--- src/rtl/forward_hazard_unit.sv ---
// Forwarding selectors and load-use / branch hazard stall control for a 5-stage pipeline.
// Also keeps a saturating count of the cycles spent stalled or frozen.
//
// state      | meaning
// RUN        | normal issue; load-use and branch hazards are detected here
// LOAD_STALL | inserting the remaining load-use bubbles; cnt = bubbles left
module forward_hazard_unit #(
    parameter int AW       = 5,
    parameter int LOAD_LAT = 1,
    parameter int CNT_W    = 16
) (
    input  logic             clock,
    input  logic             reset,
    input  logic [AW-1:0]    rsID,
    input  logic [AW-1:0]    rtID,
    input  logic             useRsID,
    input  logic             useRtID,
    input  logic             branchID,
    input  logic [AW-1:0]    rsEX,
    input  logic [AW-1:0]    rtEX,
    input  logic [AW-1:0]    rdEX,
    input  logic             regWriteEX,
    input  logic             memReadEX,
    input  logic [AW-1:0]    rdMEM,
    input  logic             regWriteMEM,
    input  logic             memReadMEM,
    input  logic [AW-1:0]    rdWB,
    input  logic             regWriteWB,
    input  logic             memBusy,
    input  logic             clrStats,
    output logic [1:0]       dataSelectorID1,
    output logic [1:0]       dataSelectorID2,
    output logic [1:0]       dataSelectorEX1,
    output logic [1:0]       dataSelectorEX2,
    output logic             stallIF,
    output logic             stallID,
    output logic             flushEX,
    output logic             freeze,
    output logic [CNT_W-1:0] stallCycles
);

    typedef enum logic {
        RUN        = 1'b0,
        LOAD_STALL = 1'b1
    } stateT;

    localparam logic [1:0]       BUBBLES_AFTER = 2'(LOAD_LAT - 1);
    localparam logic [CNT_W-1:0] CNT_MAX       = '1;

    stateT      state, stateNext, curState;
    logic [1:0] cnt, cntNext;
    logic       loadUse, brHaz;
    logic       srcHitEX, srcHitMEM;

    // Register 0 is hardwired zero, so it never forwards and never hazards.
    function automatic logic match(input logic [AW-1:0] a, input logic [AW-1:0] d,
                                   input logic w);
        return w && (a == d) && (d != '0);
    endfunction

    function automatic logic [1:0] fwdSel(input logic [AW-1:0] src,
                                          input logic [AW-1:0] dMem, input logic wMem,
                                          input logic rdMem,
                                          input logic [AW-1:0] dWb, input logic wWb);
        logic [1:0] sel;
        sel = 2'd0;
        if (match(src, dMem, wMem) && !rdMem)
            sel = 2'd1;
        else if (match(src, dWb, wWb))
            sel = 2'd2;
        return sel;
    endfunction

    assign dataSelectorEX1 = fwdSel(rsEX, rdMEM, regWriteMEM, memReadMEM, rdWB, regWriteWB);
    assign dataSelectorEX2 = fwdSel(rtEX, rdMEM, regWriteMEM, memReadMEM, rdWB, regWriteWB);
    assign dataSelectorID1 = fwdSel(rsID, rdMEM, regWriteMEM, memReadMEM, rdWB, regWriteWB);
    assign dataSelectorID2 = fwdSel(rtID, rdMEM, regWriteMEM, memReadMEM, rdWB, regWriteWB);

    assign srcHitEX  = (useRsID && match(rsID, rdEX, regWriteEX)) ||
                       (useRtID && match(rtID, rdEX, regWriteEX));
    assign srcHitMEM = (useRsID && match(rsID, rdMEM, regWriteMEM)) ||
                       (useRtID && match(rtID, rdMEM, regWriteMEM));

    assign loadUse = memReadEX && srcHitEX;
    // A branch compared in ID needs ALU results one stage later, and load data two.
    assign brHaz   = branchID && ((srcHitEX && !memReadEX) || (srcHitMEM && memReadMEM));

    // While reset is held the outputs behave as if already back in RUN.
    assign curState = reset ? RUN : state;

    always_ff @(posedge clock) begin
        if (reset) begin
            state <= RUN;
            cnt   <= 2'd0;
        end else begin
            state <= stateNext;
            cnt   <= cntNext;
        end
    end

    always_comb begin
        stateNext = curState;
        cntNext   = cnt;
        stallIF   = 1'b0;
        stallID   = 1'b0;
        flushEX   = 1'b0;
        freeze    = 1'b0;
        if (memBusy) begin
            stallIF = 1'b1;
            stallID = 1'b1;
            freeze  = 1'b1;
        end else if (curState == LOAD_STALL) begin
            stallIF = 1'b1;
            stallID = 1'b1;
            flushEX = 1'b1;
            cntNext = cnt - 2'd1;
            if (cnt == 2'd1)
                stateNext = RUN;
        end else if (loadUse) begin
            stallIF = 1'b1;
            stallID = 1'b1;
            flushEX = 1'b1;
            if (LOAD_LAT > 1) begin
                stateNext = LOAD_STALL;
                cntNext   = BUBBLES_AFTER;
            end
        end else if (brHaz) begin
            stallIF = 1'b1;
            stallID = 1'b1;
            flushEX = 1'b1;
        end
    end

    always_ff @(posedge clock) begin
        if (reset || clrStats)
            stallCycles <= '0;
        else if (stallID && (stallCycles != CNT_MAX))
            stallCycles <= stallCycles + CNT_W'(1);
    end

endmodule

--- config.mk ---
export PLATFORM = sky130hd
export DESIGN_NAME = forward_hazard_unit
export DESIGN_NICKNAME = d
export VERILOG_FILES = /design/src/rtl/forward_hazard_unit.sv
export SDC_FILE = /design/constraint.sdc
export NUM_CORES = 1
export LEC_CHECK = 0
export ABC_CLOCK_PERIOD_IN_PS = 7400
export CAP_MARGIN = 30
export CORE_MARGIN = 4
export CORE_UTILIZATION = 46
export DETAILED_ROUTE_END_ITERATION = 8
export GPL_TIMING_DRIVEN = 0
export PLACE_DENSITY = 0.84
export SETUP_SLACK_MARGIN = 0.3
export SYNTH_ARGS = -nofsm -noshare
export SYNTH_HDL_FRONTEND = slang
export SYNTH_SLANG_ARGS = --single-unit
--- constraint.sdc ---
create_clock -name clock -period 7.4 [get_ports clock]
set_clock_uncertainty 0.05 [all_clocks]
set_input_delay 1.11 -clock clock [delete_from_list [all_inputs] [get_ports clock]]
set_output_delay 1.11 -clock clock [all_outputs]
set_load 0.01 [all_outputs]
=== Word-level counts from Yosys, hierarchy flattened ===
Cells that the tools add are included.

* Register bits: 19
* Output and inout port bits: 28

* $add $sub $neg: 2
* Equal/unequal tests: 12
* Multiplexer cells: 18
* Bitwise operators: 1
* Reductions and logical operators: 43

{| class="wikitable"
|+ Operators by type and width
! kind !! count
|-
| equality test 5 bit || 10
|-
| logical AND 1 bit || 33
|-
| adder 16 x 1 -> 16 bit (second input constant) || 1
|-
| two-way mux 2 bit || 8
|-
| inequality test 16 bit (second input constant) || 1
|-
| nonzero test 5 bit || 3
|-
| two-way mux 1 bit || 10
|-
| logical OR 1 bit || 4
|-
| equality test 2 x 1 -> 1 bit (second input constant) || 1
|-
| zero test 1 bit || 2
|-
| AND reduction 2 bit || 1
|-
| subtractor 2 x 1 -> 2 bit (second input constant) || 1
|-
| NOT 1 bit || 1
|}

=== Longest topological paths before layout ===
Gate-level depths: netlist of run 1.

* Depth after elaboration: 13
* Mapped depth: 9

=== Worst setup path after synthesis of run 1 ===
OpenSTA, ideal clock, no wires.

* Path type: input port to output port
* Start point: input rdMEM[2]
* End point: output stallIF
* Data arrival time: 2.773 ns
* Data required time: 6.240 ns
* Path slack: 3.467 ns
* Stages: 7
* Path buffers: 2
* Cell sequence: buf_2 or4_4 o21a_1 and4_4 a311oi_2 nand2_1 buf_4

* Cells in the longest elaborated chain, start to end: 12
* Elaborated cells between the ends (all ways): 17

{| class="wikitable"
|+ RTL lines
! what !! RTL line !! text
|-
| start, declared || 24 || <nowiki>input logic [AW-1:0] rdMEM,</nowiki>
|-
| equality test 5 bit || 58 || <nowiki>return w && (a == d) && (d != '0);</nowiki>
|-
| logical AND 1 bit (2 in series) || 58 ||
|-
| logical AND 1 bit (on tied branches) || 81, 82 ||
|-
| logical OR 1 bit (*) || 81 || <nowiki>assign srcHitMEM = (useRsID && match(rsID, rdMEM, regWriteMEM)) ||</nowiki>
|-
| logical AND 1 bit (*) || 86 || <nowiki>assign brHaz = branchID && ((srcHitEX && !memReadEX) || (srcHitMEM && memReadMEM));</nowiki>
|-
| logical OR 1 bit (*) || 86 ||
|-
| logical AND 1 bit (*) || 86 ||
|-
| two-way mux 1 bit (*) (4 in series) || -- ||
|-
| end, declared || 35 || <nowiki>output logic stallIF,</nowiki>
|}

Every way passes the cells marked *; elsewhere a longest branch is shown, timed or not.

=== Final worst setup path of run 1 ===
* Start point: input rdMEM[3]
* End point: output stallIF

* Cells in the longest elaborated chain, start to end: 12
* Elaborated cells between the ends (all ways): 17

{| class="wikitable"
|+ RTL lines
! what !! RTL line !! text
|-
| equality test 5 bit || 58 ||
|-
| logical AND 1 bit (2 in series) || 58 ||
|-
| logical AND 1 bit (on tied branches) || 81, 82 ||
|-
| logical OR 1 bit (*) || 81 ||
|-
| logical AND 1 bit (*) || 86 ||
|-
| logical OR 1 bit (*) || 86 ||
|-
| logical AND 1 bit (*) || 86 ||
|-
| two-way mux 1 bit (*) || 127 || <nowiki>end else if (brHaz) begin</nowiki>
|-
| two-way mux 1 bit (*) || 119 || <nowiki>end else if (loadUse) begin</nowiki>
|-
| two-way mux 1 bit (*) || 112 || <nowiki>end else if (curState == LOAD_STALL) begin</nowiki>
|-
| two-way mux 1 bit (*) || 108 || <nowiki>if (memBusy) begin</nowiki>
|}

Marks and branches as above.

==> summary.txt, run 1 <==
Worst setup path
  • CP top delay family: simple AND/OR/NAND/NOR gates
  • Reg2reg path depth: 7
  • Worst reg2reg path startpoint: stallCycles[6]$_SDFFE_PP0P_
  • CP required: 6240 ps
  • Flop2flop setup slack: 5270 ps
  • Crit path launch: rdMEM[3]
  • Critical-path top delay cell: or4_4
  • Bufs and invs on worst path: 3
  • WP data arrival: 3350 ps
  • CP peak stage delay: 520 ps
  • Worst R2R End: stallCycles[4]$_SDFFE_PP0P_
  • Crit Path Category: in -> out
  • CP Launch Type: input port
  • Crit. End Element: output port
  • Crit path cell chain: clkbuf_1 -> or4_4 -> o21a_1 -> and4_4 -> a311oi_2 -> nand2_1 -> buf_4 -> clkdlybuf4s50_1
  • Critical Path Fanout Max: 5

Route
  • Vias: 1792
  • Initial drt markers: 112
  • 1st-pass router iterations: 4
  • DRT antenna net count: 0
  • Final wirelength: 4680 µm
  • Wire per inst: 14.0 µm
  • Post-route DRC: 0
  • Via density: 5.38

Cells and area
  • Antenna cell count: 0
  • Layout area overhead: 43.7%
  • Layout Nets: 337
  • Final core occ: 71.0%
  • Filler cells: 286
  • Final Non-Filler Cells: 333
  • Share of cells above drive strength 1: 7.67%
  • FF/Latch Area: 380 µm²
  • Area of the multi-input gates: 1210 µm²

Clocking
  • Worst skew pair latency: 250 ps
  • Resize count post-CTS: 0
  • CTS Buf Count: 3
  • Clock buffer depth: 2
  • Post-CTS setup buffers: 0
  • Clock H-tree levels: 1
  • Reg clk slew, reported paths: 70 ps
  • Root Driver: clkbuf_8
  • CTS tree: done
  • # hold bufs at CTS: 0
  • CTS sink cnt: 19

Synthesis
  • Syn Nets: 268
  • EDFF count, synth: 0
  • Gate Count Post-Synth: 219
  • Largest cells by area after synthesis: dfxtp_1 (22%), xor2_1 (16%), xnor2_1 (11%)
  • Ys Warns: 0
  • Synthesized cell area: 1700 µm²
  • Cell variety after synth: 38
  • Top cell type by total area after synthesis: dfxtp_1
  • Mean Syn Cell Area: 7.76 µm²
  • Ys async rst share: 0%
  • Dominant synthesized flop cell: dfxtp_1
  • Synth top area share: 22.4%
  • Post-synthesis sequential area ratio: 22.4%
  • Yosys reg bits: 19

STA
  • Slew Limit Fails: 0
  • Max Freq: 222 MHz
  • WHS: 457 ps
  • Setup TNS: 0 ps
  • # setup viols final: 0
  • Min Tclk post-route: 4510 ps
  • RSZ-0062 raised after global routing: false
  • Max transition margin: 60.6%
  • Final hold vios: 0
  • Slew @ Worst Pin: 589 ps
  • Period utilization: 60.9%

Worst hold path
  • Min-Delay Path Class: reg -> reg
  • Min-Delay Endpoint: stallCycles[10]$_SDFFE_PP0P_
  • Beginning of the worst hold path: stallCycles[10]$_SDFFE_PP0P_
  • Hold path cells: 2

Floorplan
  • Core Region: 3440 µm²
  • I/O Pins: 75
  • Die area: 4730 µm²
  • Row count: 21
  • Die W: 68.8 µm
  • Initial Util: 49.4%
  • Die Y: 68.8 µm

Global routing
  • Initial antenna violation count: 0
  • Number of global-route vias before repair: 1586
  • Largest net degree at the start of global routing: 11
  • First-pass GRT wire length: 7260 µm
  • Total Routing Usage GR: 20.3%
  • Total gr overflow: 0

Pwr
  • Sw frac: 27.9%
  • Tot Pwr: 253 µW
  • Power Dens Cells: 104 nW/µm²
  • Max IR drop VDD: 0.0562 mV
  • Logic pwr share: 30.8%
  • NetSw: 70.6 µW
  • P_int: 183 µW
  • Clock power share: 28.5%
  • Pleak: 0.000900 µW
  • Flop pwr share: 40.7%

Placed design
  • PortBufs: 64
  • Final GP Congestion: 0.848
  • Cell count after placement: 329
  • HPWL after DPL: 3950 µm

Run status
  • Status: finished clean

Flow run
  • Max_cap viols: 0
## placed cells by master (no fill, tap or decap), types with 4 or more instances in the layout
master / Yosys / routed
a21oi_1: 11 / 11
a31o_2: 7 / 7
and3_1: 6 / 6
clkbuf_1: 9 / 10
clkdlybuf4s50_1: 0 / 64
dfxtp_1: 19 / 19
inv_1: 6 / 6
nand2_1: 16 / 16
nand3_1: 11 / 11
nand4_1: 8 / 8
nor2_1: 17 / 17
nor2b_1: 4 / 4
nor3_1: 4 / 4
nor4_1: 7 / 7
or4_1: 5 / 5
xnor2_1: 21 / 21
xor2_1: 31 / 31
## per-layer routing
metal,part of all wire (%),GRT usage (%)
met1,47,27.4
met2,48,34.2
met3,4.8,2.76
met4,0.86,4.38
met5,0,0
## kinds of logic (layout without fill, tap and decap cells)
logic type / Yosys count / in the layout / synth area share [%]
adder cells (fa/ha/maj): 2 / 2 / 1.47
AO/OA/AOI/OAI: 34 / 34 / 14.2
multiplexers: 3 / 3 / 1.77
flip-flops: 19 / 19 / 22.4
buffers and inverters: 23 / 91 / 6.63
AND/OR/NAND/NOR: 86 / 86 / 26.7
XOR/XNOR: 52 / 52 / 26.8
## synthesized netlist by cell type, drive strengths merged, types with 3 or more instances
cell    number
a21oi       12
a31o         7
and3         6
buf          8
clkbuf       9
dfxtp       19
inv          6
mux2i        3
nand2       16
nand3       11
nand4        8
nor2        17
nor2b        4
nor3         4
nor4         7
o21a         3
o21ai        3
or3          3
or4          6
xnor2       21
xor2        31
## registers in the layout, summed over array words and instances (netlist names)
name         count
cnt              2
stallCycles     16
state            1
## power groups by stage
stage,Sequential [µW],Clock [µW],Combinational [µW]
global route,103,78.2,84.4
finish,103,72.3,78.0
global placement,106,0,76.2
detailed placement,106,0,77.6
floorplan,106,0,40.4
CTS,103,73.0,77.9
## how the worst max path moves through the flow
| stage | endpoint | cells after the start |
|---|---|---|
| after detailed placement | stallIF | 8 |
| after global placement | stallIF | 8 |
| after global routing | dataSelectorID2[1] | 6 |
| after CTS | stallIF | 8 |
| final | stallIF | 8 |
| after floorplan | stallIF | 7 |
## area by class of cell
class / instances / area share [%]
buffer: 17 / 3.69
clock buffer: 4 / 1.84
timing repair buffer: 64 / 26.2
multi-input combinational: 177 / 49.4
sequential: 19 / 15.6
tap: 46 / 2.36
inverter: 6 / 0.922
## stage by stage
stage	instance area, µm²	setup slack [ps]
finish	2440	2890
global placement	2400	2920
CTS	2440	2900
floorplan	1700	3470
detailed placement	2400	2900
global route	2440	2780
## tightest hold or removal path, stage by stage, from the launching register on
cell	delay, ps
dfxtp_1	340
nand2_1	70
mux2i_1	60
Note: power is estimated with default switching activity, not from simulation.
==> run 2, diff against run 1 <==
--- a/config.mk
+++ b/config.mk
@@ -5,13 +5,13 @@
 export SDC_FILE = /design/constraint.sdc
 export NUM_CORES = 1
 export LEC_CHECK = 0
-export ABC_CLOCK_PERIOD_IN_PS = 7400
+export ABC_CLOCK_PERIOD_IN_PS = 4700
 export CAP_MARGIN = 30
 export CORE_MARGIN = 4
-export CORE_UTILIZATION = 46
+export CORE_UTILIZATION = 42
 export DETAILED_ROUTE_END_ITERATION = 8
 export GPL_TIMING_DRIVEN = 0
-export PLACE_DENSITY = 0.84
+export PLACE_DENSITY = 0.77
 export SETUP_SLACK_MARGIN = 0.3
 export SYNTH_ARGS = -nofsm -noshare
 export SYNTH_HDL_FRONTEND = slang
==> constraint.sdc (replaced) <==
create_clock -name clock -period 4.7 [get_ports clock]
set_clock_uncertainty 0.05 [all_clocks]
set_input_delay 0.705 -clock clock [delete_from_list [all_inputs] [get_ports clock]]
set_output_delay 0.705 -clock clock [all_outputs]
set_load 0.01 [all_outputs]
==> run 2 against run 1 <==
Net effect:
- worst hold slack worse by 16 ps
- flip-flop and latch count unchanged
- highest routed layer unchanged
- first-iteration DRC count down 22%
- setup slack worse by 1900 ps
==> summary.txt, run 2 (synthesis gave the netlist of run 1 again) <==
Run status
  • Status: finished clean

STA
  • Setup TNS: 0 ps (unchanged)
  • Slew @ Worst Pin: 617 ps (+28.8 ps)
  • Min Tclk post-route: 3720 ps
  • # setup viols final: 0 (unchanged)
  • Final hold vios: 0 (unchanged)
  • Final setup margin: 981 ps (-1910 ps)
  • Max Freq: 269 MHz
  • RSZ-0062 raised after global routing: false
  • Period utilization: 79.1%
  • Max transition margin: 58.7% (-1.9 points)
  • Slew Limit Fails: 0 (unchanged)

Clocking
  • Reg clk slew, reported paths: 70 ps (about the same)
  • Root Driver: clkbuf_8
  • Clock buffer depth: 2 (unchanged)
  • CTS tree: done
  • Resize count post-CTS: 0 (unchanged)
  • # hold bufs at CTS: 0 (unchanged)
  • Clock H-tree levels: 1 (unchanged)
  • CTS Buf Count: 3 (unchanged)
  • Post-CTS setup buffers: 0 (unchanged)
  • CTS sink cnt: 19 (unchanged)
  • Worst skew pair latency: 260 ps (about the same)

Route
  • Initial drt markers: 87 (-22%)
  • 1st-pass router iterations: 4 (unchanged)
  • Vias: 1755 (-2.1%)
  • Via density: 5.24 (-2.6%)
  • Final wirelength: 4810 µm (+2.9%)
  • Wire per inst: 14.4 µm (+2.3%)
  • Post-route DRC: 0 (unchanged)
  • DRT antenna net count: 0 (unchanged)

Floorplan
  • Core Region: 3770 µm² (+9.6%)
  • I/O Pins: 75 (unchanged)
  • Die area: 5130 µm² (+8.4%)
  • Initial Util: 45.1% (-4.3 points)
  • Row count: 22 (+4.8%)
  • Die Y: 71.6 µm (+4.1%)
  • Die W: 71.6 µm (+4.1%)

Global routing
  • Total Routing Usage GR: 18.8% (-1.5 points)
  • Largest net degree at the start of global routing: 12 (+1)
  • Number of global-route vias before repair: 1693 (+6.7%)
  • Total gr overflow: 0 (unchanged)
  • First-pass GRT wire length: 7890 µm (+8.7%)
  • Initial antenna violation count: 0 (unchanged)

Cells and area
  • Share of cells above drive strength 1: 8.01% (+0.35 points)
  • Commonest non-fill, non-tap cells in the layout: clkdlybuf4s50_1 (64), xor2_1 (31), xnor2_1 (21)
  • Top flop regs: stallCycles: 16 flops, cnt: 2 flops, state: 1 flops
  • Antenna cell count: 0 (unchanged)
  • Biggest register: stallCycles
  • Max reg flops: 16 (unchanged)
  • Final core occ: 64.9% (-6.1 points)
  • Layout Nets: 337 (unchanged)
  • Filler cells: 344 (+20%)
  • Commonest non-fill, non-tap cell in the layout: clkdlybuf4s50_1
  • Layout area overhead: 44.0%

Pwr
  • Power Dens Cells: 164 nW/µm² (+58%)
  • Max IR drop VDD: 0.0845 mV (+50%)
  • Pleak: 0.000903 µW (+0.30%)

Placed design
  • HPWL after DPL: 4000 µm (+1.4%)
  • PortBufs: 64 (unchanged)
  • Final GP Congestion: 0.821 (-3.1%)
  • Dpl ws: 989 ps (-1910 ps)

Worst setup path
  • CP required: 3940 ps (-2300 ps)
  • CP Launch Type: input port
  • Crit. End Element: output port
  • Crit Path Category: in -> out
  • Critical Path Fanout Max: 5 (unchanged)
  • WP data arrival: 2960 ps (-390 ps)

Worst hold path
  • Min-Delay Path Class: reg -> reg

Flow run
  • Max_cap viols: 0 (unchanged)
-- run 2: changes by cell type in the layout (fill, tap and decap cells not counted), sizes merged --
| cell | delta |
|---|---|
| clkbuf | -1 |
| clkinv | +1 |
-- run 2: area by class of cell --
cell class	instances	area [µm²]	area share [%]
multi-input combinational	177	1210	49.3
timing repair buffer	64	641	26.2
sequential	19	380	15.5
buffer	17	90.1	3.68
tap	48	60.1	2.46
clock buffer	3	41.3	1.69
inverter	6	22.5	0.921
clock inverter	1	5.00	0.205
-- run 2: path summary, 6_finish.rpt --
| kind | from | end | slack (ps) | depth (start not counted) |
|---|---|---|---|---|
| setup / recovery | rdMEM[3] | stallIF | 980 | 8 |
| hold / removal | stallCycles[8]$_SDFFE_PP0P_ | stallCycles[8]$_SDFFE_PP0P_ | 440 | 2 |
| setup reg to reg | stallCycles[6]$_SDFFE_PP0P_ | stallCycles[2]$_SDFFE_PP0P_ | 2510 | 7 |
| hold reg to reg | stallCycles[8]$_SDFFE_PP0P_ | stallCycles[8]$_SDFFE_PP0P_ | 440 | 2 |
-- run 2: metrics by stage --
stage	cell area (µm²)	cells	power [µW]	hold slack (ps)
final	2450	335	402	441
after global routing	2450	335	422	458
after CTS	2450	335	405	444
after detailed placement	2400	331	290	434
after global placement	2400	331	287	426
after floorplan	1700	219	230	441
-- run 2: layer usage --
layer / track usage (%) / part of all wire (%) / wire length (µm)
met1: 25.5 / 46 / 2240
met3: 2.81 / 5.8 / 281
met4: 5.01 / 0.91 / 44
met5: 0 / 0 / 0
met2: 31.0 / 47 / 2250
-- run 2: worst max-delay path: stages --
cell and delay (ps):
clkbuf_1 180, or4_4 520, o21a_1 200, and4_4 190
a311oi_2 320, nand2_1 190, buf_4 180, clkdlybuf4s50_1 470
-- run 2: report_power, final --
part / total [µW] / internal, µW / leakage, µW / switching (µW)
combinational: 123 / 66.1 / 0.000724 / 57.1
sequential: 162 / 161 / 0.000153 / 0.933
clock: 116 / 59.0 / 0.0000255 / 57.0
==> run 3, diff against run 2 <==
--- a/config.mk
+++ b/config.mk
@@ -5,7 +5,7 @@
 export SDC_FILE = /design/constraint.sdc
 export NUM_CORES = 1
 export LEC_CHECK = 0
-export ABC_CLOCK_PERIOD_IN_PS = 4700
+export ABC_CLOCK_PERIOD_IN_PS = 3900
 export CAP_MARGIN = 30
 export CORE_MARGIN = 4
 export CORE_UTILIZATION = 42
==> constraint.sdc (replaced) <==
create_clock -name clock -period 3.9 [get_ports clock]
set_clock_uncertainty 0.05 [all_clocks]
set_input_delay 0.585 -clock clock [delete_from_list [all_inputs] [get_ports clock]]
set_output_delay 0.585 -clock clock [all_outputs]
set_load 0.01 [all_outputs]
==> results of run 3 <==
The final DEF is identical to that of run 2. Status: finished clean.
Among the figures that moved: setup slack after placement 989 ps -> 429 ps; setup slack after layout 981 ps -> 421 ps; register-to-register setup slack 2510 ps -> 1710 ps; total power 402 µW -> 484 µW; worst IR drop on VDD 0.0845 mV -> 0.102 mV
